[src/rtl/mul_pkg.sv]
// mul_pkg: shared types and default widths for the pipelined multiply unit.
//   - MUL_* localparams: default widths used by mul_pipe_unit parameters
//   - mul_stage_t: one pipeline stage payload at the default widths
//   - mul_fsm_e: operand-resolution FSM states
package mul_pkg;

    localparam int MUL_DATA_W     = 32;
    localparam int MUL_NUM_STAGES = 3;
    localparam int MUL_ID_W       = 3;
    localparam int MUL_RD_W       = 5;
    localparam int MUL_PC_W       = 32;

    // valid is the first field, so it lands in the MSB of the packed vector.
    typedef struct packed {
        logic                    valid;
        logic [MUL_ID_W-1:0]     id;
        logic [MUL_PC_W-1:0]     pc;
        logic [MUL_RD_W-1:0]     rd;
        logic                    is_signed;
        logic                    high;
        logic                    xcpt;
        logic [2*MUL_DATA_W-1:0] product;
    } mul_stage_t;

    typedef enum logic {
        MUL_IDLE = 1'b0,
        MUL_WAIT = 1'b1
    } mul_fsm_e;

endpackage

[src/rtl/mul_pipe_stage.sv]
// mul_pipe_stage: one register stage of the multiply pipeline.
//   clock, reset (sync, active-high), flush
//   data_i / data_o : W-bit stage payload; bit W-1 is the stage valid bit,
//                     which flush clears while the rest of the payload loads.
module mul_pipe_stage #(
    parameter int W = 8
) (
    input  logic         clock,
    input  logic         reset,
    input  logic         flush,
    input  logic [W-1:0] data_i,
    output logic [W-1:0] data_o
);

    logic [W-1:0] data_q;

    always_ff @(posedge clock) begin
        if (reset) begin
            data_q <= '0;
        end else begin
            data_q <= data_i;
            if (flush) begin
                data_q[W-1] <= 1'b0;
            end
        end
    end

    assign data_o = data_q;

endmodule

[src/rtl/mul_pipe_unit.sv]
// mul_pipe_unit: pipelined integer multiply with ROB operand resolution.
//   Decode side : req_* request, src*_data/pend/tag operands, stall_decode
//   ROB side    : src*_rob_id lookup ids, rob*_hit/rob*_data forwarding
//   Writeback   : wb_valid/id/pc/rd/data, wb_xcpt_in, wb_xcpt_ovf
//   Control     : clock, reset (sync, active-high), flush
// Optional feature macro: MUL_HIGH_EN (honour req_high, upper-half result).
// Issue in cycle T gives wb_valid in cycle T+NUM_STAGES: the product is
// formed combinationally at issue, then NUM_STAGES-1 pipe registers, then
// the registered writeback outputs.
module mul_pipe_unit
    import mul_pkg::*;
#(
    parameter int DATA_W     = MUL_DATA_W,
    parameter int NUM_STAGES = MUL_NUM_STAGES,
    parameter int ID_W       = MUL_ID_W,
    parameter int RD_W       = MUL_RD_W,
    parameter int PC_W       = MUL_PC_W
) (
    input  logic              clock,
    input  logic              reset,
    input  logic              flush,
    input  logic              req_valid,
    input  logic [ID_W-1:0]   req_id,
    input  logic [PC_W-1:0]   req_pc,
    input  logic [RD_W-1:0]   req_rd,
    input  logic              req_signed,
    input  logic              req_high,
    input  logic              req_xcpt,
    input  logic [DATA_W-1:0] src1_data,
    input  logic [DATA_W-1:0] src2_data,
    input  logic              src1_pend,
    input  logic              src2_pend,
    output logic [ID_W-1:0]   src1_rob_id,
    output logic [ID_W-1:0]   src2_rob_id,
    input  logic [ID_W-1:0]   src1_tag,
    input  logic [ID_W-1:0]   src2_tag,
    input  logic              rob1_hit,
    input  logic              rob2_hit,
    input  logic [DATA_W-1:0] rob1_data,
    input  logic [DATA_W-1:0] rob2_data,
    output logic              stall_decode,
    output logic              wb_valid,
    output logic [ID_W-1:0]   wb_id,
    output logic [PC_W-1:0]   wb_pc,
    output logic [RD_W-1:0]   wb_rd,
    output logic [DATA_W-1:0] wb_data,
    output logic              wb_xcpt_in,
    output logic              wb_xcpt_ovf
);

    typedef struct packed {
        logic                valid;
        logic [ID_W-1:0]     id;
        logic [PC_W-1:0]     pc;
        logic [RD_W-1:0]     rd;
        logic                is_signed;
        logic                high;
        logic                xcpt;
        logic [2*DATA_W-1:0] product;
    } stage_t;

    localparam int SW = $bits(stage_t);

    assign src1_rob_id = src1_tag;
    assign src2_rob_id = src2_tag;

    // ---------------- operand resolution and FSM ----------------
    mul_fsm_e          state_q, state_d;
    logic              found1_q, found1_d, found2_q, found2_d;
    logic [DATA_W-1:0] data1_q, data1_d, data2_q, data2_d;
    logic              res1, res2;
    logic [DATA_W-1:0] live1, live2;
    logic              issue, stall;
    logic [DATA_W-1:0] op_a, op_b;

    assign res1  = !src1_pend | rob1_hit | (src1_tag == req_id);
    assign res2  = !src2_pend | rob2_hit | (src2_tag == req_id);
    assign live1 = (src1_pend && rob1_hit) ? rob1_data : src1_data;
    assign live2 = (src2_pend && rob2_hit) ? rob2_data : src2_data;

    always_comb begin
        state_d  = state_q;
        found1_d = found1_q;
        found2_d = found2_q;
        data1_d  = data1_q;
        data2_d  = data2_q;
        issue    = 1'b0;
        stall    = 1'b0;
        op_a     = '0;
        op_b     = '0;
        case (state_q)
            MUL_IDLE: begin
                if (req_valid) begin
                    if (req_xcpt) begin
                        issue = 1'b1;
                    end else if (res1 && res2) begin
                        issue = 1'b1;
                        op_a  = live1;
                        op_b  = live2;
                    end else begin
                        // Already-resolved operands are latched as found so
                        // WAIT only tracks what is still outstanding.
                        stall    = 1'b1;
                        state_d  = MUL_WAIT;
                        found1_d = res1;
                        found2_d = res2;
                        data1_d  = live1;
                        data2_d  = live2;
                    end
                end
            end
            MUL_WAIT: begin
                if ((found1_q || rob1_hit) && (found2_q || rob2_hit)) begin
                    issue    = 1'b1;
                    op_a     = found1_q ? data1_q : rob1_data;
                    op_b     = found2_q ? data2_q : rob2_data;
                    state_d  = MUL_IDLE;
                    found1_d = 1'b0;
                    found2_d = 1'b0;
                end else begin
                    stall = 1'b1;
                    // A repeated hit never overwrites an already latched value.
                    if (rob1_hit && !found1_q) begin
                        found1_d = 1'b1;
                        data1_d  = rob1_data;
                    end
                    if (rob2_hit && !found2_q) begin
                        found2_d = 1'b1;
                        data2_d  = rob2_data;
                    end
                end
            end
            default: state_d = MUL_IDLE;
        endcase
    end

    always_ff @(posedge clock) begin
        if (reset || flush) begin
            state_q  <= MUL_IDLE;
            found1_q <= 1'b0;
            found2_q <= 1'b0;
            data1_q  <= '0;
            data2_q  <= '0;
        end else begin
            state_q  <= state_d;
            found1_q <= found1_d;
            found2_q <= found2_d;
            data1_q  <= data1_d;
            data2_q  <= data2_d;
        end
    end

    assign stall_decode = stall;

    // ---------------- stage 0: full-width product ----------------
    logic [2*DATA_W-1:0] ext_a, ext_b;
    stage_t              s0;

    assign ext_a = req_signed ? {{DATA_W{op_a[DATA_W-1]}}, op_a} : {{DATA_W{1'b0}}, op_a};
    assign ext_b = req_signed ? {{DATA_W{op_b[DATA_W-1]}}, op_b} : {{DATA_W{1'b0}}, op_b};

    always_comb begin
        s0           = '0;
        s0.valid     = issue && !flush;
        s0.id        = req_id;
        s0.pc        = req_pc;
        s0.rd        = req_rd;
        s0.is_signed = req_signed;
        s0.high      = req_high;
        s0.xcpt      = req_xcpt;
        s0.product   = ext_a * ext_b;
    end

    // ---------------- register stages ----------------
    logic [SW-1:0] chain [NUM_STAGES];
    stage_t        last;

    assign chain[0] = s0;

    for (genvar k = 0; k < NUM_STAGES - 1; k++) begin : g_stage
        mul_pipe_stage #(.W(SW)) u_stage (
            .clock  (clock),
            .reset  (reset),
            .flush  (flush),
            .data_i (chain[k]),
            .data_o (chain[k+1])
        );
    end

    assign last = chain[NUM_STAGES-1];

    // ---------------- result selection ----------------
    logic [DATA_W-1:0] lo, hi;
    logic              ovf_lo;
    logic [DATA_W-1:0] res_data;
    logic              res_ovf;

    assign lo     = last.product[DATA_W-1:0];
    assign hi     = last.product[2*DATA_W-1:DATA_W];
    assign ovf_lo = last.is_signed ? (hi != {DATA_W{lo[DATA_W-1]}}) : (hi != '0);

`ifdef MUL_HIGH_EN
    assign res_data = last.high ? hi : lo;
    assign res_ovf  = !last.high && ovf_lo && !last.xcpt;
`else
    logic unused_high;
    assign unused_high = last.high;
    assign res_data    = lo;
    assign res_ovf     = ovf_lo && !last.xcpt;
`endif

    always_ff @(posedge clock) begin
        if (reset || flush) begin
            wb_valid    <= 1'b0;
            wb_id       <= '0;
            wb_pc       <= '0;
            wb_rd       <= '0;
            wb_data     <= '0;
            wb_xcpt_in  <= 1'b0;
            wb_xcpt_ovf <= 1'b0;
        end else begin
            wb_valid    <= last.valid;
            wb_id       <= last.id;
            wb_pc       <= last.pc;
            wb_rd       <= last.rd;
            wb_data     <= res_data;
            wb_xcpt_in  <= last.xcpt;
            wb_xcpt_ovf <= res_ovf;
        end
    end

endmodule

[config.mk]
export PLATFORM = sky130hd
export DESIGN_NAME = mul_pipe_unit
export DESIGN_NICKNAME = d
export VERILOG_FILES = /design/src/rtl/mul_pkg.sv /design/src/rtl/mul_pipe_stage.sv /design/src/rtl/mul_pipe_unit.sv
export SDC_FILE = /design/constraint.sdc
export NUM_CORES = 2
export LEC_CHECK = 0
export BUFFER_PORTS_ARGS = -buffer_cell sky130_fd_sc_hd__buf_2
export CAP_MARGIN = 40
export CORE_ASPECT_RATIO = 0.8
export CORE_MARGIN = 2
export CORE_UTILIZATION = 60
export CTS_CLUSTER_DIAMETER = 80
export DETAILED_ROUTE_END_ITERATION = 10
export PLACE_DENSITY = 0.75
export SYNTH_ARGS = -nofsm -noshare
export SYNTH_HDL_FRONTEND = slang
export SYNTH_SLANG_ARGS = --single-unit
export TNS_END_PERCENT = 5
[constraint.sdc]
create_clock -name clock -period 31.9 [get_ports clock]
set_input_delay 1.595 -clock clock [delete_from_list [all_inputs] [get_ports clock]]
set_output_delay 1.595 -clock clock [all_outputs]
set_load 0.005 [all_outputs]
==> Yosys cells after proc, flatten, opt, wreduce, memory -nomap -nowiden <==
Index checks and enable logic that the tools add are counted.
{ "word_totals": {"elab_cells": 107, "register_bits": 358, "out_inout_bits": 82} }
{ "op_classes": {"mux": 51, "bitwise": 5, "mul": 1, "eq_ne": 11, "reduce_logical": 23} }
{ "op_table": {"columns": ["op", "count"], "rows": [
  ["32-bit two-way mux", 22],
  ["32-bit case mux with 2 select lines", 4],
  ["64-bit two-way mux", 2],
  ["64-bit by 64-bit multiplier with 64-bit output", 1],
  ["32-bit inequality test", 1],
  ["32-bit nonzero test", 1],
  ["1-bit two-way mux", 19],
  ["5-bit AND reduction", 2],
  ["1-bit logical AND", 8],
  ["2-bit inequality test, second input constant", 4],
  ["1-bit case mux with 2 select lines", 4],
  ["4-bit AND reduction", 2],
  ["3-bit == test", 2],
  ["1-bit zero test", 6],
  ["3-bit by 1-bit inequality test with 1-bit output, second input constant", 2],
  ["2-bit by 1-bit inequality test with 1-bit output, second input constant", 2],
  ["1-bit OR", 4],
  ["1-bit logical OR", 3],
  ["2-bit OR reduction", 1],
  ["1-bit NOT", 1]
]} }

==> Logic depth before layout (Yosys ltp) <==
{ "depth": {"ltp_word": 10, "mapped_depth": 41, "depth_no_buf": 38} }

==> By module <==
From an unflattened synthesis, not the netlist that was laid out.
{ "hier_totals": {"cells_unflattened": 6322, "area_unflattened_um2": 59932.5} }
{ "modules_own_cells": {"columns": ["mod", "seq_area_each_um2", "area_per_inst_um2", "cells_each", "instances"], "rows": [
  ["mul_pipe_unit", 2842.7, 54084.4, 5866, 1],
  ["mul_pipe_stage", 2162.1, 2924.1, 228, 2]
]} }

==> Least setup slack after synthesis <==
No wires, ideal clock.
{ "synth_path": {"path_type": "input to register", "startpoint": "in src1_tag[1]", "endpoint": "reg g_stage[0].u_stage.data_q[57]", "path_stages": 34, "arrival_time_ns": 11.094, "t_required_ns": 31.772, "setup_time_ns": 0.128, "n_path_buf": 5, "path_slack_ns": 20.679, "cell_sequence": "xor2_1 -> o311ai_4 -> nand4_4 -> buf_2 -> buf_2 -> buf_2 -> o22ai_1 -> clkbuf_1 -> nand2_1 -> fa_1 -> inv_1 -> fa_1 -> fa_1 -> inv_1 -> fa_1 -> inv_1 -> fa_1 -> fa_1 -> fa_1 -> fa_1 -> fa_1 -> inv_1 -> fa_1 -> inv_1 -> ha_1 -> clkbuf_1 -> nand2_1 -> a211o_1 -> or4_1 -> o21ai_1 -> a21oi_1 -> o31ai_1 -> xnor2_1 -> nor2_1"} }
{ "synth_via": {"elab_chain_cells": 9} }
{ "synth_lines": {"columns": ["element", "line", "text"], "rows": [
  ["start: declaration", "mul_pipe_unit.sv:35", "input logic [ID_W-1:0] src1_tag,"],
  ["3-bit == test (*)", "mul_pipe_unit.sv:76", "assign res1 = !src1_pend | rob1_hit | (src1_tag == req_id);"],
  ["1-bit OR (*)", "mul_pipe_unit.sv:76", null],
  ["1-bit logical AND (*)", "mul_pipe_unit.sv:96", "end else if (res1 && res2) begin"],
  ["32-bit two-way mux", "mul_pipe_unit.sv:96", null],
  ["32-bit two-way mux", "mul_pipe_unit.sv:94", "if (req_xcpt) begin"],
  ["32-bit two-way mux", "mul_pipe_unit.sv:93", "if (req_valid) begin"],
  ["32-bit case mux with 2 select lines", "mul_pipe_unit.sv:91", "case (state_q)"],
  ["64-bit two-way mux, on equally long branches", "mul_pipe_unit.sv:159, mul_pipe_unit.sv:160", null],
  ["64-bit by 64-bit multiplier with 64-bit output (*)", "mul_pipe_unit.sv:171", "s0.product = ext_a * ext_b;"],
  ["end signal: assignment", "mul_pipe_stage.sv:21", "data_q <= data_i;"],
  ["end: declaration", "mul_pipe_stage.sv:15", "logic [W-1:0] data_q;"]
]} }
Every way passes the cells marked *; elsewhere a longest branch is shown, timed or not.
A chain may end at the register's enable or synchronous reset.

==> Worst setup path in the final report <==
{ "layout_path": {"startpoint": "in rob1_hit", "endpoint": "reg g_stage[0].u_stage.data_q[63]"} }
{ "layout_via": {"elab_chain_cells": 9} }
{ "layout_lines": {"columns": ["element", "line", "text"], "rows": [
  ["start: declaration", "mul_pipe_unit.sv:37", "input logic rob1_hit,"],
  ["1-bit OR (2 in series)", "mul_pipe_unit.sv:76", null],
  ["1-bit logical AND", "mul_pipe_unit.sv:96", null],
  ["32-bit two-way mux", "mul_pipe_unit.sv:96", null],
  ["32-bit two-way mux", "mul_pipe_unit.sv:94", null],
  ["32-bit two-way mux", "mul_pipe_unit.sv:93", null],
  ["32-bit case mux with 2 select lines", "mul_pipe_unit.sv:91", null],
  ["64-bit two-way mux, on equally long branches", "mul_pipe_unit.sv:159, mul_pipe_unit.sv:160", null],
  ["64-bit by 64-bit multiplier with 64-bit output (*)", "mul_pipe_unit.sv:171", null]
]} }
Marked as above.

==> results.cfg <==
[setup_path]
crit_path_max_incr_delay_ps = 960
critical_path.most_common_cell = fa_1
critPathMaxFanout = 78
path_depth = 32
worst-path-buf-inv = 8
rr_worst_depth = 32
cp-startpoint = rob1_hit
worstPathRequired_ps = 32300
endpoint_kind = flop
critical_path_class = primary input to flop
startpoint_type = primary input
cp.arrival_ps = 13320
r2r-start = found1_q
r2r_setup_slack_ps = 19440
critPathSlowestCell = fa_1
path_delay_family = adder cells

[sta]
hold_violations = 0
slew_viol_final = 0
holdWs_ps = 400
slew_headroom = 0.349
fin_setup_tns_ps = 0
fin_skew_ps = 53.5
rsz0062_at_grt = no
tightest_slew_ps = 976
period_share = 0.405
setup_slack_ps = 18980
fmax_mhz = 77.4
setup_viol = 0
min_period_ps = 12920

[synth]
netlist_area_mm2 = 0.0596
seq_area_frac_synth = 0.120
syn_avg_cell_area_um2 = 9.39
synth-main-ff-cell = dfxtp_1
async_reset_ff_frac = 0
ys_warn_count = 0
synth_edf_count = 0
ys_ff_latch = 356
yosys.cell_types.count = 65
synth_nets = 8262
syn_inst = 6346

[placement]
port_buffers = 265
hpwl_mm = 156
dp_slack_ps = 18650
placed_area_mm2 = 0.0628
placedCellCount = 7744
gp_congestion = 1.04

[power]
power.leakage_nw = 32.2
finalPower_mw = 1.35
peakVddDrop_mv = 0.0600
cellPowerDensity_mw_per_mm2 = 21.0

[die]
die_w_um = 356
die_y_um = 286
dieArea_mm2 = 0.102
fp.coreArea_mm2 = 0.0986
row_count = 103
io_pins = 267
start_util = 0.604

[drt]
first_pass_iters = 6
vias_per_cell = 5.77
route.antenna.remaining_nets = 0
drc = 0
wl_per_cell_um = 24.7
routed_wirelength_mm = 193
vias = 45100
drt_iter0_markers = 4972

[min_path]
min_delay_path_depth = 1
hold_class = flop to flop
min_from = g_stage[1].u_stage.data_o[29]

[clocking]
htree_num_levels = 2
clock_latency_ps = 590
cts_tree = done
cts_setup_buffers = 0
cts_resized = 0
root_buffer = clkbuf_16
clk_path_buf_depth = 3
path_clk_slew_ps = 70
cts-buffers-inserted = 37
ctsHoldBuffers = 0
clock_sinks = 356

[grt]
grt_first_pass_wirelength_mm = 293
grt_max_degree = 81
grt_usage = 0.392
grt_pass1_vias = 47800
antenna_found_initial = 9
grt-ovfl-total = 0

[final_layout]
fin_util = 0.650
final_area_mm2 = 0.0641
fillCellCount = 7991
drive_above_1_share = 0.0814
nets = 8390
area_delta_synth_final_pct = 7.56
instances_no_fill = 7814

[job]
maxCapViolCount = 0

[outcome]
outcome = finished clean
==> kinds of logic after synthesis <==
family	share of synthesized area
XOR/XNOR	0.0172
AO/OA/AOI/OAI	0.0531
adder cells (fa/ha/maj)	0.542
AND/OR/NAND/NOR	0.116
multiplexers	0.0324
buffers and inverters	0.119
flip-flops	0.120
==> path summary, 6_finish.rpt <==
kind	end
setup / recovery	g_stage[0].u_stage.data_o[63]
hold / removal	wb_data[29]
setup reg to reg	g_stage[0].u_stage.data_o[63]
hold reg to reg	wb_data[29]
==> cells in the final DEF, fill, tap and decap left out, drive strengths merged, types with 3 or more instances in the layout <==
cell / count
buf: 409
or2: 3
dfxtp: 356
o21ai: 50
xnor2: 80
o31ai: 5
xor2: 36
a211oi: 68
mux2i: 193
inv: 1545
and2: 89
nor4: 13
a21boi: 4
o21bai: 9
o211ai: 10
a21o: 45
a31oi: 15
nor2: 738
nor3: 11
nand2b: 3
o22ai: 68
nand2: 569
nand4: 26
clkbuf: 46
fa: 1418
nand3: 14
ha: 313
a21oi: 96
o311ai: 4
nor2b: 156
bufinv: 3
o22a: 62
clkinv: 14
a211o: 5
==> cells in the mapped netlist (11+ instances only) <==
library cell  instances  share of area
mux2i_1             193          0.032
o21ai_0              45         0.0038
a21oi_1              96         0.0081
and2_1               88         0.0092
nor2b_1             156          0.016
nor3_1               11        0.00092
fa_1               1418           0.48
ha_1                313          0.066
o22a_1               62         0.0091
xnor2_1              79          0.012
nor4_1               13         0.0014
buf_1                36         0.0023
inv_1              1543          0.097
a211oi_1             68         0.0086
a21o_1               45         0.0057
dfxtp_1             356           0.12
clkbuf_1            216          0.014
o22ai_1              67         0.0070
a31oi_1              15         0.0016
xor2_1               36         0.0053
nor2_1              736          0.046
nand3_1              14         0.0012
nand4_1              25         0.0026
nand2_1             568          0.036
buf_2                59         0.0050
==> worst reg2reg max path, delay by kind of cell, from the launching register on <==
kind / cells / cell delay, ps
flip-flops: 1 / 310
XOR/XNOR: 9 / 2120
AO/OA/AOI/OAI: 2 / 1030
adder cells (fa/ha/maj): 10 / 5810
AND/OR/NAND/NOR: 3 / 420
buffers and inverters: 8 / 2610
==> power by group <==
group          internal [mW]  switching, mW  total, mW
Combinational          0.147          0.287      0.434
Sequential             0.467        0.00672      0.474
Clock                  0.252          0.186      0.439
==> layout make-up <==
| type | count | area, um2 | area share |
|---|---|---|---|
| diodes | 1 | 2.50 | 0.0000390 |
| clock buffers | 46 | 1010 | 0.0158 |
| clock inverters | 20 | 235 | 0.00367 |
| inverters | 1544 | 5800 | 0.0904 |
| multi-input cells | 4126 | 45600 | 0.712 |
| flip-flops and latches | 356 | 7130 | 0.111 |
| well taps | 1312 | 1640 | 0.0256 |
| repair buffers | 409 | 2640 | 0.0412 |
==> flip-flops by register name (all words and copies together), names as in the netlist <==
signal and cells:
state_q 1, wb_id 3, g_stage.u_stage.data_o 214, found2_q 1, wb_rd 5, data2_q 32
wb_data 32, wb_xcpt_in 1, data1_q 32, wb_valid 1, found1_q 1, wb_xcpt_ovf 1
wb_pc 32
==> metal layers <==
layer,vias to the layer above,share of wire,global-route usage
met5,-,0.0024,0.0251
met4,18,0.052,0.165
met3,609,0.16,0.180
met2,2910,0.41,0.558
met1,22700,0.37,0.517
li1,18900,-,-
Power figures use the tool's default switching activity.
